### config.mk
export PLATFORM = sky130hd
export DESIGN_NAME = serial_rx
export DESIGN_NICKNAME = d
export VERILOG_FILES = /design/src/rtl/serial_rx.sv
export SDC_FILE = /design/constraint.sdc
export NUM_CORES = 1
export LEC_CHECK = 0
export ABC_CLOCK_PERIOD_IN_PS = 2300
export CELL_PAD_IN_SITES_DETAIL_PLACEMENT = 0
export CELL_PAD_IN_SITES_GLOBAL_PLACEMENT = 2
export CORE_UTILIZATION = 36
export CTS_CLUSTER_SIZE = 28
export DETAILED_ROUTE_END_ITERATION = 8
export GPL_ROUTABILITY_DRIVEN = 0
export PLACE_DENSITY = 0.89
export SLEW_MARGIN = 20
export SYNTH_ARGS = -nofsm -noshare
export SYNTH_HDL_FRONTEND = slang
export SYNTH_SLANG_ARGS = --single-unit
### constraint.sdc
create_clock -name fpga_clock -period 2.3 [get_ports fpga_clock]
set_input_delay 0.23 -clock fpga_clock [delete_from_list [all_inputs] [get_ports fpga_clock]]
set_output_delay 0.23 -clock fpga_clock [all_outputs]
set_load 0.02 [all_outputs]
### src/rtl/serial_rx.sv
// UART receiver (8N1, LSB first, idle high) with mid-bit sampling and framing-error flag.
// Optional even-parity checking is compiled in with SERIAL_RX_PARITY_EN.
module serial_rx #(
   parameter int unsigned CLKS_PER_BIT = 10416,
   parameter int unsigned DATA_BITS    = 8
) (
   input  logic                 fpga_clock,
   input  logic                 reset_n,
   input  logic                 rx,
   input  logic                 enable,
   output logic [DATA_BITS-1:0] data,
   output logic                 done,
   output logic                 busy,
   output logic                 frame_error,
   output logic                 parity_error,
   output logic                 db_sample
);

   localparam int unsigned CNT_W = $clog2(CLKS_PER_BIT);
   localparam int unsigned IDX_W = (DATA_BITS > 1) ? $clog2(DATA_BITS) : 1;

   typedef enum logic [2:0] {
      S_IDLE,
      S_START,
      S_DATA,
      S_PARITY,
      S_STOP,
      S_END,
      S_WAIT_IDLE
   } state_t;

   state_t               r_state;
   logic                 r_rx_meta;
   logic                 r_rx_s;
   logic                 r_rx_prev;
   logic [CNT_W-1:0]     r_cnt;
   logic [IDX_W-1:0]     r_idx;
   logic [DATA_BITS-1:0] r_shift;
   logic                 r_stop_bit;
   logic [DATA_BITS-1:0] r_data;
   logic                 r_done;
   logic                 r_busy;
   logic                 r_ferr;
   logic                 r_db;

   state_t               w_state_nxt;
   logic [CNT_W-1:0]     w_cnt_nxt;
   logic [IDX_W-1:0]     w_idx_nxt;
   logic [DATA_BITS-1:0] w_shift_nxt;
   logic                 w_stop_nxt;
   logic [DATA_BITS-1:0] w_data_nxt;
   logic                 w_done_nxt;
   logic                 w_busy_nxt;
   logic                 w_ferr_nxt;
   logic                 w_db_nxt;
   logic                 w_cnt_last;
   logic                 w_cnt_half;

`ifdef SERIAL_RX_PARITY_EN
   logic r_par_bit;
   logic r_perr;
   logic w_par_nxt;
   logic w_perr_nxt;
`endif

   assign w_cnt_last = (r_cnt == CNT_W'(CLKS_PER_BIT - 1));
   assign w_cnt_half = (r_cnt == CNT_W'(CLKS_PER_BIT / 2 - 1));

   // Two-flop synchroniser plus previous-sample flop for falling-edge detection
   always_ff @(posedge fpga_clock or negedge reset_n) begin
      if (!reset_n) begin
         r_rx_meta <= 1'b1;
         r_rx_s    <= 1'b1;
         r_rx_prev <= 1'b1;
      end else begin
         r_rx_meta <= rx;
         r_rx_s    <= r_rx_meta;
         r_rx_prev <= r_rx_s;
      end
   end

   always_ff @(posedge fpga_clock or negedge reset_n) begin
      if (!reset_n) begin
         r_state    <= S_IDLE;
         r_cnt      <= '0;
         r_idx      <= '0;
         r_shift    <= '0;
         r_stop_bit <= 1'b1;
         r_data     <= '0;
         r_done     <= 1'b0;
         r_busy     <= 1'b0;
         r_ferr     <= 1'b0;
         r_db       <= 1'b0;
      end else begin
         r_state    <= w_state_nxt;
         r_cnt      <= w_cnt_nxt;
         r_idx      <= w_idx_nxt;
         r_shift    <= w_shift_nxt;
         r_stop_bit <= w_stop_nxt;
         r_data     <= w_data_nxt;
         r_done     <= w_done_nxt;
         r_busy     <= w_busy_nxt;
         r_ferr     <= w_ferr_nxt;
         r_db       <= w_db_nxt;
      end
   end

`ifdef SERIAL_RX_PARITY_EN
   always_ff @(posedge fpga_clock or negedge reset_n) begin
      if (!reset_n) begin
         r_par_bit <= 1'b0;
         r_perr    <= 1'b0;
      end else begin
         r_par_bit <= w_par_nxt;
         r_perr    <= w_perr_nxt;
      end
   end
`endif

   always_comb begin
      w_state_nxt = r_state;
      w_cnt_nxt   = w_cnt_last ? '0 : r_cnt + CNT_W'(1);
      w_idx_nxt   = r_idx;
      w_shift_nxt = r_shift;
      w_stop_nxt  = r_stop_bit;
      w_data_nxt  = r_data;
      w_done_nxt  = 1'b0;
      w_ferr_nxt  = 1'b0;
      w_db_nxt    = 1'b0;
`ifdef SERIAL_RX_PARITY_EN
      w_par_nxt   = r_par_bit;
      w_perr_nxt  = 1'b0;
`endif
      case (r_state)
         S_IDLE: begin
            w_cnt_nxt = '0;
            if (enable && !r_rx_s && r_rx_prev) begin
               w_state_nxt = S_START;
            end
         end
         S_START: begin
            if (w_cnt_half) begin
               w_db_nxt = 1'b1;
               if (!r_rx_s) begin
                  w_state_nxt = S_DATA;
                  w_cnt_nxt   = '0;
                  w_idx_nxt   = '0;
               end else begin
                  w_state_nxt = S_IDLE;
               end
            end
         end
         S_DATA: begin
            if (w_cnt_last) begin
               w_db_nxt    = 1'b1;
               w_shift_nxt = (r_shift >> 1) | (DATA_BITS'(r_rx_s) << (DATA_BITS - 1));
               if (r_idx == IDX_W'(DATA_BITS - 1)) begin
`ifdef SERIAL_RX_PARITY_EN
                  w_state_nxt = S_PARITY;
`else
                  w_state_nxt = S_STOP;
`endif
               end else begin
                  w_idx_nxt = r_idx + IDX_W'(1);
               end
            end
         end
`ifdef SERIAL_RX_PARITY_EN
         S_PARITY: begin
            if (w_cnt_last) begin
               w_db_nxt    = 1'b1;
               w_par_nxt   = r_rx_s;
               w_state_nxt = S_STOP;
            end
         end
`endif
         S_STOP: begin
            if (w_cnt_last) begin
               w_db_nxt    = 1'b1;
               w_stop_nxt  = r_rx_s;
               w_state_nxt = S_END;
            end
         end
         S_END: begin
            // Publish the frame; a low stop bit parks in WAIT_IDLE so a break cannot re-trigger
            w_cnt_nxt   = '0;
            w_done_nxt  = 1'b1;
            w_data_nxt  = r_shift;
            w_ferr_nxt  = !r_stop_bit;
`ifdef SERIAL_RX_PARITY_EN
            w_perr_nxt  = (^r_shift) ^ r_par_bit;
`endif
            w_state_nxt = r_stop_bit ? S_IDLE : S_WAIT_IDLE;
         end
         S_WAIT_IDLE: begin
            w_cnt_nxt = '0;
            if (r_rx_s) begin
               w_state_nxt = S_IDLE;
            end
         end
         default: begin
            w_state_nxt = S_IDLE;
            w_cnt_nxt   = '0;
         end
      endcase
      // busy covers the done cycle and drops on the following one
      w_busy_nxt = (w_state_nxt != S_IDLE) || (r_state == S_END);
   end

   assign data        = r_data;
   assign done        = r_done;
   assign busy        = r_busy;
   assign frame_error = r_ferr;
   assign db_sample   = r_db;
`ifdef SERIAL_RX_PARITY_EN
   assign parity_error = r_perr;
`else
   assign parity_error = 1'b0;
`endif

endmodule

==> out/metrics.yaml <==
fmax_mhz: 472
power_density_nw_per_um2: 701
first_pass_iters: 4
ys_async_sr_fraction: 1.00
multi_input_area_um2: 831
fin_ws_ps: 181
wirelength_um: 3680
sw_frac_of_total: 0.253
core_region_area_um2: 5200
rsz0062_at_grt: "no"
reg2reg_to: "busy"
finalSetupTns_ps: 0
drc: 0
cts_tree: "yes"
area_growth_pct: 19.6
p_clk_frac: 0.345
seq_area_frac_synth: 0.557
synth_area_leaders: "dfrtp_1, nand2_1, dfstp_2"
cap_violations: 0
portBuffers: 15
synthCells: 205
drive_above_1_share: 0.125
netlist.area_leader.share: 0.504
avgViaCountPerCell: 4.70
cts.sink_count: 44
die_area_um2: 5820
start_util: 0.382
power_frac_comb: 0.111
slew_viol_final: 0
synth_top_cell_by_area: "dfrtp_1"
post-place-ws_ps: 186
hold_path_class: "input port to flop"
io_pins: 17
numCtsBuffers: 5
cp.required_ps: 2470
hp-start: "rx"
regArea_um2: 1110
whs_ps: 334
grt_pass1_vias: 1392
num_rows: 26
syn_avg_cell_area_um2: 9.69
ys_seq_elements: 44
synth.most_common_cell: "nand2_1"
grt_max_degree: 26
wl_per_cell_um: 12.2
die_height_um: 76.3
finalSetupViolCount: 0
status: "complete, no violations"
clkSlewWorstSetupHoldPaths_ps: 80
rr_worst_depth: 5
timing_worst_setup_path_type: "flop to flop"
cp-start-kind: "flop"
grt_first_pass_wirelength_um: 6780
synth_area_um2: 1990
cts_setup_buffers: 0
regToRegStartpoint: "r_cnt[8]"
ys_types: 39
p_switching_mw: 0.421
hold_end: "r_rx_meta"
n_fill_cell: 496
hold_violations: 0
die_w_um: 76.3
detail-route-antenna-nets: 0
critPathMaxFanout: 5
cts.htree.levels: 2
insertion_delay_ps: 300
peakVddDrop_v: 0.000473
cp.arrival_ps: 2280
dp_hpwl_um: 2710
drt_iter0_drc: 80
ys_warn_count: 0
post-route-util: 0.457
grt_use_total: 0.150
r2r_slack_ps: 180
synth_ff_type: "dfrtp_1"
synth_edf_count: 0
dr_total_vias: 1419
whs_path_depth: 1
seq_power_share: 0.543
cts_buffer_depth: 2
skew_ps: 7.80
nets: 238
synthTopCellsByCount: "nand2_1, dfrtp_1, nor2_1"
syn_nets: 212
intPower_mw: 1.25
period_share: 0.921
p_leak_nw: 1.14
diodes: 0
min_period_ps: 2120
antenna_found_initial: 0
cts-resized-gates: 0
cts_root_buf: "clkbuf_8"
endpoint_kind: "flop"
grt_overflow: 0
[power groups by stage]
stage	Clock (mW)	Sequential, mW	Combinational, mW
after detailed placement	0	0.918	0.187
after CTS	0.603	0.904	0.188
after floorplan	0	0.895	0.144
after global routing	0.636	0.915	0.222
after global placement	0	0.919	0.183
final	0.575	0.905	0.186
[placed cells by master (no fill, tap or decap), types with 2 or more instances in the layout]
cell and n:
mux2_2 2, nor2_1 28, nand4_1 5, xnor2_1 8, nand2b_1 3, clkbuf_8 5
nand2_1 54, xor2_1 5, nand3_1 8, ha_1 3, o21ai_0 2, dfrtp_1 40
nor3_1 3, clkdlybuf4s50_1 14, and3_1 2, a22o_1 2, or4b_4 2, dfstp_2 4
a21oi_1 4, or2_2 2, inv_1 5, buf_4 9
[critical path, stage by stage (launching register included)]
cell and delay, ps:
dfrtp_1 430, or4b_4 570, nor4_4 280, or2b_1 150
o211ai_1 100, or4_1 460
[through the flow]
stage          instances  area, µm²  power [mW]
2_1_floorplan        205       1990        1.04
3_3_place_gp         293       2260        1.10
3_5_place_dp         293       2260        1.10
4_1_cts              302       2380        1.69
5_1_grt              302       2380        1.77
6_report             302       2380        1.67
[worst max-delay path by stage]
stage	start	end	cells after the start
2_1_floorplan	r_cnt[6]	busy	5
3_3_place_gp	r_cnt[8]	busy	5
3_5_place_dp	r_cnt[8]	busy	5
4_1_cts	r_cnt[8]	busy	5
5_1_grt	r_cnt[8]	busy	5
6_report	r_cnt[8]	busy	5
[flip-flops by register name, indices dropped and copies added (netlist names)]
register	flops
r_cnt	14
data	8
r_shift	8
r_idx	3
r_state	3
busy	1
db_sample	1
done	1
frame_error	1
r_rx_meta	1
r_rx_prev	1
r_rx_s	1
r_stop_bit	1
[cell type report]
type	count	share of cell area
Sequential cell	44	0.465
Multi-Input combinational cell	149	0.349
Timing Repair Buffer	25	0.0937
Tap cell	70	0.0368
Clock buffer	6	0.0305
Clock inverter	2	0.0147
Inverter	6	0.00947
[cells by family (layout without fill, tap and decap cells)]
logic type	count (synthesis)	in the layout	share of synthesized area
AO/OA/AOI/OAI	13	13	0.0447
AND/OR/NAND/NOR	117	117	0.284
multiplexers	2	2	0.0113
buffers and inverters	12	39	0.0252
flip-flops	44	44	0.557
other	1	1	0.00189
adder cells (fa/ha/maj)	3	3	0.0189
XOR/XNOR	13	13	0.0573
[metal layers]
| metal | global-route usage | vias to the layer above | share of wire |
|---|---|---|---|
| met5 | 0 | - | 0 |
| met4 | 0.0692 | 0 | 0.019 |
| met3 | 0.0359 | 7 | 0.027 |
| met2 | 0.214 | 18 | 0.45 |
| met1 | 0.214 | 665 | 0.51 |
| li1 | - | 729 | - |
[repair_timing]
item | in CTS | in global routing
hold endpoints to repair | 18 | 0
endpoints found under the setup margin | 0 | 0
hold buffers | 1 | 0
(Power assumes the default switching activity.)
